===== src/rtl/add_serial_sched_if.sv =====
// Bundle of requester, adder and response signals for the shared serial-adder scheduler.
// Latency: none (wiring only).
// Backpressure: the response side uses rsp_valid/rsp_ready; requesters hold req until gnt.
interface add_serial_sched_if #(
    parameter int NREQ  = 4,
    parameter int WIDTH = 8,
    parameter int IDW   = 2
);
    // Requester side
    logic [NREQ-1:0]       req;
    logic [NREQ*WIDTH-1:0] a_in;
    logic [NREQ*WIDTH-1:0] b_in;
    logic [NREQ-1:0]       gnt;

    // Shared adder side
    logic                  add_start;
    logic [WIDTH-1:0]      add_a;
    logic [WIDTH-1:0]      add_b;
    logic                  add_done;
    logic [WIDTH-1:0]      add_sum;
    logic                  add_cout;

    // Response side
    logic                  rsp_valid;
    logic [IDW-1:0]        rsp_id;
    logic [WIDTH-1:0]      rsp_sum;
    logic                  rsp_cout;
    logic                  rsp_err;
    logic                  rsp_ready;

    // Scheduler view
    modport master (
        input  req, a_in, b_in, add_done, add_sum, add_cout, rsp_ready,
        output gnt, add_start, add_a, add_b, rsp_valid, rsp_id, rsp_sum, rsp_cout, rsp_err
    );

    // Environment view: requesters, adder and response consumer
    modport slave (
        output req, a_in, b_in, add_done, add_sum, add_cout, rsp_ready,
        input  gnt, add_start, add_a, add_b, rsp_valid, rsp_id, rsp_sum, rsp_cout, rsp_err
    );
endinterface


===== src/rtl/add_serial_sched.sv =====
// Round-robin scheduler sharing one bit-serial adder among NREQ requesters, with watchdog abort.
// Latency: gnt/add_start 1 cycle after req seen in IDLE; rsp_valid 1 cycle after add_done; min 4 cycles/op.
// Backpressure: response held stable until rsp_valid && rsp_ready; no new grant until it is accepted.
module add_serial_sched #(
    parameter int NREQ    = 4,
    parameter int WIDTH   = 8,
    parameter int TIMEOUT = 31,
    parameter int IDW     = 2
) (
    input  logic               clk,
    input  logic               rst_n,
    add_serial_sched_if.master bus
);

    typedef enum logic [1:0] {
        IDLE  = 2'd0,
        ISSUE = 2'd1,
        WAIT  = 2'd2,
        RESP  = 2'd3
    } state_t;

    state_t           state;
    logic [IDW-1:0]   last;
    logic [4:0]       wdog;
    logic [4:0]       wdog_nxt;

    logic [NREQ-1:0]  gnt_q;
    logic             add_start_q;
    logic [WIDTH-1:0] add_a_q;
    logic [WIDTH-1:0] add_b_q;
    logic             rsp_valid_q;
    logic [IDW-1:0]   rsp_id_q;
    logic [WIDTH-1:0] rsp_sum_q;
    logic             rsp_cout_q;
    logic             rsp_err_q;

    logic             pick_vld;
    logic [IDW-1:0]   pick_id;
    logic [NREQ-1:0]  pick_oh;
    logic [WIDTH-1:0] pick_a;
    logic [WIDTH-1:0] pick_b;

    // Rotate the request vector so bit 0 is the requester just above the last one served,
    // then take the lowest set bit and map it back to an absolute requester index.
    always_comb begin
        logic [2*NREQ-1:0] dbl;
        logic [NREQ-1:0]   rot;
        int                first;
        int                idx;
        dbl   = {bus.req, bus.req};
        rot   = NREQ'(dbl >> (int'(last) + 1));
        first = 0;
        for (int j = NREQ - 1; j >= 0; j--) begin
            if (rot[j]) begin
                first = j;
            end
        end
        idx = int'(last) + 1 + first;
        if (idx >= NREQ) begin
            idx = idx - NREQ;
        end
        pick_vld = |rot;
        pick_id  = IDW'(idx);
    end

    // Operand mux and one-hot grant for the chosen requester.
    always_comb begin
        pick_a  = '0;
        pick_b  = '0;
        pick_oh = '0;
        for (int i = 0; i < NREQ; i++) begin
            if (pick_id == IDW'(i)) begin
                pick_oh[i] = 1'b1;
                pick_a     = bus.a_in[i*WIDTH +: WIDTH];
                pick_b     = bus.b_in[i*WIDTH +: WIDTH];
            end
        end
    end

    // Watchdog counts completed WAIT cycles; expiry is judged on the incremented value.
    assign wdog_nxt = wdog + 5'd1;

    // Scheduler FSM: grant, issue, wait for the adder (or time out), then hold the response.
    always_ff @(posedge clk or negedge rst_n) begin
        if (!rst_n) begin
            state       <= IDLE;
            last        <= IDW'(NREQ - 1);
            wdog        <= '0;
            gnt_q       <= '0;
            add_start_q <= 1'b0;
            add_a_q     <= '0;
            add_b_q     <= '0;
            rsp_valid_q <= 1'b0;
            rsp_id_q    <= '0;
            rsp_sum_q   <= '0;
            rsp_cout_q  <= 1'b0;
            rsp_err_q   <= 1'b0;
        end else begin
            // gnt and add_start are single-cycle pulses that only live in ISSUE
            gnt_q       <= '0;
            add_start_q <= 1'b0;
            case (state)
                IDLE: begin
                    if (pick_vld) begin
                        add_a_q     <= pick_a;
                        add_b_q     <= pick_b;
                        rsp_id_q    <= pick_id;
                        gnt_q       <= pick_oh;
                        add_start_q <= 1'b1;
                        state       <= ISSUE;
                    end
                end
                ISSUE: begin
                    // add_done is not looked at here: it cannot belong to this operation yet
                    wdog  <= '0;
                    state <= WAIT;
                end
                WAIT: begin
                    if (bus.add_done) begin
                        // completion beats a watchdog expiring in the same cycle
                        rsp_sum_q   <= bus.add_sum;
                        rsp_cout_q  <= bus.add_cout;
                        rsp_err_q   <= 1'b0;
                        rsp_valid_q <= 1'b1;
                        state       <= RESP;
                    end else if (wdog_nxt == 5'(TIMEOUT)) begin
                        rsp_sum_q   <= '0;
                        rsp_cout_q  <= 1'b0;
                        rsp_err_q   <= 1'b1;
                        rsp_valid_q <= 1'b1;
                        state       <= RESP;
                    end else begin
                        wdog <= wdog_nxt;
                    end
                end
                RESP: begin
                    if (bus.rsp_ready) begin
                        last        <= rsp_id_q;
                        rsp_valid_q <= 1'b0;
                        state       <= IDLE;
                    end
                end
                default: begin
                    state <= IDLE;
                end
            endcase
        end
    end

    assign bus.gnt       = gnt_q;
    assign bus.add_start = add_start_q;
    assign bus.add_a     = add_a_q;
    assign bus.add_b     = add_b_q;
    assign bus.rsp_valid = rsp_valid_q;
    assign bus.rsp_id    = rsp_id_q;
    assign bus.rsp_sum   = rsp_sum_q;
    assign bus.rsp_cout  = rsp_cout_q;
    assign bus.rsp_err   = rsp_err_q;

    // Structural guarantees of the grant/start pulses.
    a_gnt_onehot: assert property (@(posedge clk) disable iff (!rst_n) $onehot0(gnt_q));
    a_gnt_issue:  assert property (@(posedge clk) disable iff (!rst_n) (gnt_q != '0) |-> (state == ISSUE));
    a_start_gnt:  assert property (@(posedge clk) disable iff (!rst_n) add_start_q == (gnt_q != '0));

endmodule


===== src/flat_wrapper.sv =====
// flat-port wrapper written by rule: the top's interface ports become plain ports
module add_serial_sched_flat 
#(
    parameter int NREQ    = 4,
    parameter int WIDTH   = 8,
    parameter int TIMEOUT = 31,
    parameter int IDW     = 2
)
  (clk, rst_n, bus_req, bus_a_in, bus_b_in, bus_add_done, bus_add_sum, bus_add_cout, bus_rsp_ready, bus_gnt, bus_add_start, bus_add_a, bus_add_b, bus_rsp_valid, bus_rsp_id, bus_rsp_sum, bus_rsp_cout, bus_rsp_err);
  add_serial_sched_if #(.NREQ(NREQ), .WIDTH(WIDTH), .IDW(IDW)) bus_i ();
  input  logic clk;
  input  logic rst_n;
  input wire logic [$bits(bus_i.req)-1:0] bus_req;
  input wire logic [$bits(bus_i.a_in)-1:0] bus_a_in;
  input wire logic [$bits(bus_i.b_in)-1:0] bus_b_in;
  input wire logic [$bits(bus_i.add_done)-1:0] bus_add_done;
  input wire logic [$bits(bus_i.add_sum)-1:0] bus_add_sum;
  input wire logic [$bits(bus_i.add_cout)-1:0] bus_add_cout;
  input wire logic [$bits(bus_i.rsp_ready)-1:0] bus_rsp_ready;
  output wire logic [$bits(bus_i.gnt)-1:0] bus_gnt;
  output wire logic [$bits(bus_i.add_start)-1:0] bus_add_start;
  output wire logic [$bits(bus_i.add_a)-1:0] bus_add_a;
  output wire logic [$bits(bus_i.add_b)-1:0] bus_add_b;
  output wire logic [$bits(bus_i.rsp_valid)-1:0] bus_rsp_valid;
  output wire logic [$bits(bus_i.rsp_id)-1:0] bus_rsp_id;
  output wire logic [$bits(bus_i.rsp_sum)-1:0] bus_rsp_sum;
  output wire logic [$bits(bus_i.rsp_cout)-1:0] bus_rsp_cout;
  output wire logic [$bits(bus_i.rsp_err)-1:0] bus_rsp_err;
  assign bus_i.req = bus_req;
  assign bus_i.a_in = bus_a_in;
  assign bus_i.b_in = bus_b_in;
  assign bus_i.add_done = bus_add_done;
  assign bus_i.add_sum = bus_add_sum;
  assign bus_i.add_cout = bus_add_cout;
  assign bus_i.rsp_ready = bus_rsp_ready;
  assign bus_gnt = bus_i.gnt;
  assign bus_add_start = bus_i.add_start;
  assign bus_add_a = bus_i.add_a;
  assign bus_add_b = bus_i.add_b;
  assign bus_rsp_valid = bus_i.rsp_valid;
  assign bus_rsp_id = bus_i.rsp_id;
  assign bus_rsp_sum = bus_i.rsp_sum;
  assign bus_rsp_cout = bus_i.rsp_cout;
  assign bus_rsp_err = bus_i.rsp_err;
  add_serial_sched #(.NREQ(NREQ), .WIDTH(WIDTH), .TIMEOUT(TIMEOUT), .IDW(IDW)) u_core (.clk(clk), .rst_n(rst_n), .bus(bus_i));
endmodule

===== config.mk =====
export PLATFORM = sky130hd
export DESIGN_NAME = add_serial_sched_flat
export DESIGN_NICKNAME = d
export VERILOG_FILES = /design/src/rtl/add_serial_sched_if.sv /design/src/rtl/add_serial_sched.sv /design/src/flat_wrapper.sv
export SDC_FILE = /design/constraint.sdc
export NUM_CORES = 1
export LEC_CHECK = 0
export CAP_MARGIN = 10
export CORE_AREA = 2 2 79 81
export DETAILED_ROUTE_END_ITERATION = 7
export DIE_AREA = 0 0 81 83
export HOLD_SLACK_MARGIN = 0.08
export PLACE_DENSITY = 0.8
export SYNTH_ARGS = -nofsm -noshare
export SYNTH_HDL_FRONTEND = slang
export SYNTH_SLANG_ARGS = --single-unit

===== constraint.sdc =====
create_clock -name clk -period 3.28 [get_ports clk]
set_clock_uncertainty 0.15 [all_clocks]
set_input_delay 0.328 -clock clk [delete_from_list [all_inputs] [get_ports clk]]
set_output_delay 0.328 -clock clk [all_outputs]
set_load 0.02 [all_outputs]

After elaboration in Yosys (flattened, before gate mapping)
Index checks and enable logic that the tools add are counted.

storage, ports and cells
  output and inout bits = 34
  word-level logic and storage cells = 80
  bits in registers = 43
  input bits = 81

operators by class
  muxes and demuxes = 38
  equality and inequality tests = 12
  order comparisons = 1
  shift-type cells = 1
  reductions and logical operators = 12
  $add $sub $neg = 4

operators with widths
  cell                                                                number
  2-to-1 mux 32 bit                                                   3
  2-to-1 mux 8 bit                                                    10
  adder 4 x 32 -> 32 bit                                              1
  greater-or-equal comparator 32 x 4 -> 1 bit, second input constant  1
  2-to-1 mux 1 bit                                                    12
  2-to-1 mux 2 bit                                                    6
  2-to-1 mux 5 bit                                                    2
  one-hot mux 5 bit (2 select lines)                                  1
  AND reduction 3 bit                                                 3
  equality test 2 bit, second input constant                          4
  2-to-1 mux 4 bit                                                    2
  one-hot mux 2 bit (4 select lines)                                  1
  right shift 8 x 3 -> 4 bit                                          1
  inequality test 2 bit, second input constant                        3
  AND reduction 2 bit                                                 3
  nonzero test 2 bit                                                  3
  adder 5 x 1 -> 5 bit, second input constant                         1
  equality test 5 bit, second input constant                          1
  equality test 2 x 1 -> 1 bit, second input constant                 2
  zero test 2 bit                                                     2
  OR reduction 4 bit                                                  1
  adder 2 x 1 -> 3 bit, second input constant                         1
  inequality test 3 x 2 -> 1 bit, second input constant               1
  inequality test 2 x 1 -> 1 bit, second input constant               1
  other kinds (2)                                                     2

Longest topological paths before layout
  depth after elaboration = 14
  gate-level depth with buffers = 11
  gate-level depth less buffers = 10

Worst setup path after synthesis
No wires, ideal clock.

  path kind = register -> register
  from = register u_core.last[0]
  to = register u_core.add_a_q[2] (netlist: u_core.bus.add_a[2])
  data required time = 3.005 ns
  period minus slack after synthesis = 2.951 ns
  stages on the path, launching flop included = 11
  arrival time = 2.676 ns
  path buffers = 1
  slack = 0.329 ns
  library setup time = 0.125 ns
  cells stage by stage = dfstp_2 > buf_6 > nor2_1 > a221oi_1 > o221ai_1 > ha_1 > xor2_1 > xnor2_2 > xor2_2 > mux4_2 > mux2_2

on the way
  cells in the longest elaborated chain, start to end = 14
  elaborated cells between the ends (all ways) = 20
  classes of those cells = 3 x add/sub; 1 x order compare; 3 x eq/ne; 1 x shift; 9 x mux; 3 x reduce/logical

ends and longest elaborated chain
  element                                                                                   RTL line                                        text
  start, declared                                                                           add_serial_sched.sv:23                          logic [IDW-1:0] last;
  start signal, assigned                                                                    add_serial_sched.sv:87                          last <= IDW'(NREQ - 1);
  start signal, assigned                                                                    add_serial_sched.sv:138                         last <= rsp_id_q;
  adder 2 x 1 -> 3 bit (*)                                                                  add_serial_sched.sv:51, add_serial_sched.sv:58
  right shift 8 x 3 -> 4 bit                                                                add_serial_sched.sv:51                          rot = NREQ'(dbl >> (int'(last) + 1));
  2-to-1 mux 2 bit                                                                          add_serial_sched.sv:54                          if (rot[j]) begin
  2-to-1 mux 32 bit (3 in series)                                                           add_serial_sched.sv:54
  adder 4 x 32 -> 32 bit                                                                    add_serial_sched.sv:58                          idx = int'(last) + 1 + first;
  greater-or-equal comparator 32 x 4 -> 1 bit or subtractor 2 x 1 -> 2 bit (tied branches)  add_serial_sched.sv:59, add_serial_sched.sv:60
  2-to-1 mux 2 bit                                                                          add_serial_sched.sv:59                          if (idx >= NREQ) begin
  zero test 2 bit                                                                           add_serial_sched.sv:72                          if (pick_id == IDW'(i)) begin
  2-to-1 mux 8 bit (4 in series)                                                            add_serial_sched.sv:72
  end signal, assigned                                                                      add_serial_sched.sv:105                         add_a_q <= pick_a;
  end, declared                                                                             add_serial_sched.sv:29                          logic [WIDTH-1:0] add_a_q;

Mark *: on every way between the ends. The rest lies on a longest branch, timed or not.
A chain may end at the register's enable or synchronous reset.

Final worst setup path
  from = input port bus_req[2]
  to = register u_core.add_b_q[0] (netlist: u_core.bus.add_b[0])

on the way
  cells in the longest elaborated chain, start to end = 13
  elaborated cells between the ends (all ways) = 19
  classes of those cells = 2 x add/sub; 1 x order compare; 3 x eq/ne; 1 x shift; 9 x mux; 3 x reduce/logical

ends and longest elaborated chain
  element                                                                                   RTL line                                        text
  start, declared                                                                           flat_wrapper.sv:13                              input wire logic [$bits(bus_i.req)-1:0] bus_req;
  right shift 8 x 3 -> 4 bit (*)                                                            add_serial_sched.sv:51
  2-to-1 mux 2 bit                                                                          add_serial_sched.sv:54
  2-to-1 mux 32 bit (3 in series)                                                           add_serial_sched.sv:54
  adder 4 x 32 -> 32 bit                                                                    add_serial_sched.sv:58
  greater-or-equal comparator 32 x 4 -> 1 bit or subtractor 2 x 1 -> 2 bit (tied branches)  add_serial_sched.sv:59, add_serial_sched.sv:60
  2-to-1 mux 2 bit                                                                          add_serial_sched.sv:59
  zero test 2 bit                                                                           add_serial_sched.sv:72
  2-to-1 mux 8 bit (4 in series)                                                            add_serial_sched.sv:72
  end signal, assigned                                                                      add_serial_sched.sv:106                         add_b_q <= pick_b;
  end, declared                                                                             add_serial_sched.sv:30                          logic [WIDTH-1:0] add_b_q;

Marks and branches as above.

==> flow_summary.ini <==
[detailed_routing]
drc = 0
drtIter0Drc = 68
drtPass1Iterations = 4
wirelength_um = 5880
wl_per_cell_um = 14.7
vias_per_cell = 5.17
antenna_left = 0
via_count = 2074

[timing]
worstMarginPinSlew_ps = 937
period_share_pct = 94.3
fmax_ghz = 0.323
hold_ws_ps = 353
setup_viol = 0
finalHoldViolations = 0
drv_slew = 0
finalWorstSetupSlack_ps = 188
period_needed_ps = 3090
slew_headroom_pct = 37.6
rsz0062_at_grt = no

[floorplan]
std_cell_rows = 28
die_area_um2 = 6720
die_x_um = 81
core-area_um2 = 5820
die_h_um = 83
start_util_pct = 40.7
ioPinCount = 115

[setup_path]
critPathMaxFanout = 8
end_kind = register
start_kind = input port
crit_type = in2reg
worstPathArrival_ps = 3120
cp.required_ps = 3310

[global_routing]
antenna_found_initial = 0
grt_pass1_wl_um = 9640
grt-ovfl-total = 0
grt_pass1_vias = 2151
grt_max_degree = 44
grt_usage_pct = 18.0

[power_and_ir_drop]
total_power_w = 0.00404
power_density_nw_per_um2 = 1080
leakage_nw = 1.55
irDropWorstVdd_mv = 0.629

[run_status]
status = complete, no violations

[synthesis]
syn_area_um2 = 2370
synth_cell_types = 44
synthArstFlopShare_pct = 100
avgSynthCellArea_um2 = 11.7
syn-num-nets = 291
synth_cells = 203
synth-edff-count = 0
ys_seq_area_share_pct = 45.6
synthFlopType = dfrtp_1
synth_warnings = 0
synth_seq_cells = 43

[cts]
cts_sinks = 43
cts_buffers = 5
htree_levels = 2
cts-resized-gates = 0
root_buffer = clkbuf_8
clk_path_buf_depth = 2
clk_pin_slew_worst_paths_ps = 80
clk_latency_ps = 300
cts_tree = yes

[final_layout]
diodes = 0
nFillCells = 509
area_growth_pct = 57.8
fin_nets = 413
drive_gt1_share_pct = 16.3
seqCellArea_um2 = 1080
final_util_pct = 64.2
multi_input_area_um2 = 1210
instances_no_fill = 401

[place]
portBuffers = 114
hpwlAfterDp_um = 4450
place_congestion = 0.771
dp_cells = 392
pre_cts_ws_ps = -119

[run]
maxCapViolCount = 0

[worst_hold_path]
hold_class = reg2reg
[path summary, 6_finish.rpt]
path	startpoint	to	slack (ps)	cells past startpoint
worst max-delay path	bus_req[2]	u_core.bus.add_b[0]$_DFFE_PN0P_	190	11
worst min-delay path	u_core.bus.add_b[1]$_DFFE_PN0P_	u_core.bus.add_b[1]$_DFFE_PN0P_	350	2
worst max register to register	u_core.last[0]$_DFFE_PN1P_	u_core.bus.add_b[0]$_DFFE_PN0P_	200	10
worst min register to register	u_core.bus.add_b[1]$_DFFE_PN0P_	u_core.bus.add_b[1]$_DFFE_PN0P_	350	2
max in group asynchronous	rst_n	u_core.bus.add_b[2]$_DFFE_PN0P_	1830	2
min in group asynchronous	rst_n	u_core.wdog[4]$_DFFE_PN0P_	530	2
[layout by cell type (no fill, tap or decap), types with 2 or more instances in the layout]
cell type / n
nand2b_1: 3
dfstp_2: 2
o32a_1: 2
nor3_1: 3
a22o_1: 9
o21ai_1: 2
a21oi_1: 10
mux4_2: 8
mux2i_1: 8
clkbuf_8: 5
clkdlybuf4s50_1: 113
a32oi_1: 8
inv_1: 5
nand2_1: 9
buf_4: 8
nand3_1: 8
dfrtp_1: 41
or2_2: 8
ha_1: 7
buf_12: 2
o21ai_0: 7
a21o_1: 2
xor2_1: 3
o31ai_1: 8
a31oi_1: 2
mux2_2: 11
nor2_1: 10
[state kept, by name, indices dropped and copies added, names as in the netlist]
signal and count:
u_core.bus.rsp_err 1, u_core.bus.add_b 8, u_core.bus.add_start 1, u_core.bus.rsp_cout 1, u_core.wdog 5, u_core.bus.rsp_valid 1, u_core.bus.gnt 4, u_core.last 2
u_core.state 2, u_core.bus.rsp_id 2, u_core.bus.rsp_sum 8, u_core.bus.add_a 8
[Yosys cell counts, types with 3 or more instances]
cell type / number / area [um^2]
a21oi_1: 10 / 50.1
a22o_1: 9 / 78.8
a32oi_1: 8 / 70.1
buf_2: 3 / 15.0
clkbuf_1: 4 / 15.0
dfrtp_1: 41 / 1030
ha_1: 7 / 87.6
inv_1: 5 / 18.8
mux2_2: 11 / 124
mux2i_1: 8 / 80.1
mux4_2: 8 / 180
nand2_1: 9 / 33.8
nand2b_1: 3 / 18.8
nand3_1: 8 / 40.0
nor2_1: 10 / 37.5
nor3_1: 3 / 15.0
o21ai_0: 7 / 35.0
o31ai_1: 8 / 60.1
or2_2: 8 / 50.1
xor2_1: 3 / 26.3
[worst max-delay path, cell delays in order]
cell,delay (ps)
clkdlybuf4s50_1,500
and2b_1,210
a221oi_1,250
o221ai_1,150
ha_1,210
xor2_1,170
xnor2_2,320
xor2_2,250
buf_12,160
mux4_2,280
mux2_2,280
[what timing repair did]
action | CTS | global route
hold endpoints to repair | 41 | 0
hold buffers | 1 | 0
setup buffers | 0 | 0
[per-layer routing]
metal | global-route usage (%) | up-vias | routed length [um]
met5 | 0 | - | 0
met4 | 6.32 | 0 | 62
met3 | 5.54 | 8 | 519
met2 | 30.5 | 90 | 2820
met1 | 21.1 | 972 | 2470
li1 | - | 1004 | -
[where the power goes]
group	internal (W)	switching, W
clock	0.000149	0.000183
sequential	0.000789	0.000157
combinational	0.00144	0.00132
[layout make-up]
class / instances / area share, %
timing repair buffer: 125 / 33.4
multi-input combinational: 143 / 32.3
sequential: 43 / 28.9
tap: 75 / 2.51
clock buffer: 6 / 1.94
inverter: 7 / 0.703
clock inverter: 2 / 0.335
[through the flow]
| stage | cell area [um^2] | TNS (ps) |
|---|---|---|
| after detailed placement | 3640 | -808 |
| after CTS | 3740 | 0 |
| after floorplan | 2370 | 0 |
| final | 3740 | 0 |
| after global placement | 3640 | -266 |
| after global routing | 3740 | 0 |
[kinds of logic after synthesis]
family,count (synthesis),share of synthesized area [%]
simple gates,48,10.4
compound gates,54,16.6
mux,27,16.2
buf+inv,17,3.49
fa+ha+maj,7,3.70
flops,43,45.6
xor+xnor,7,4.02
Power figures use the tool's default switching activity.
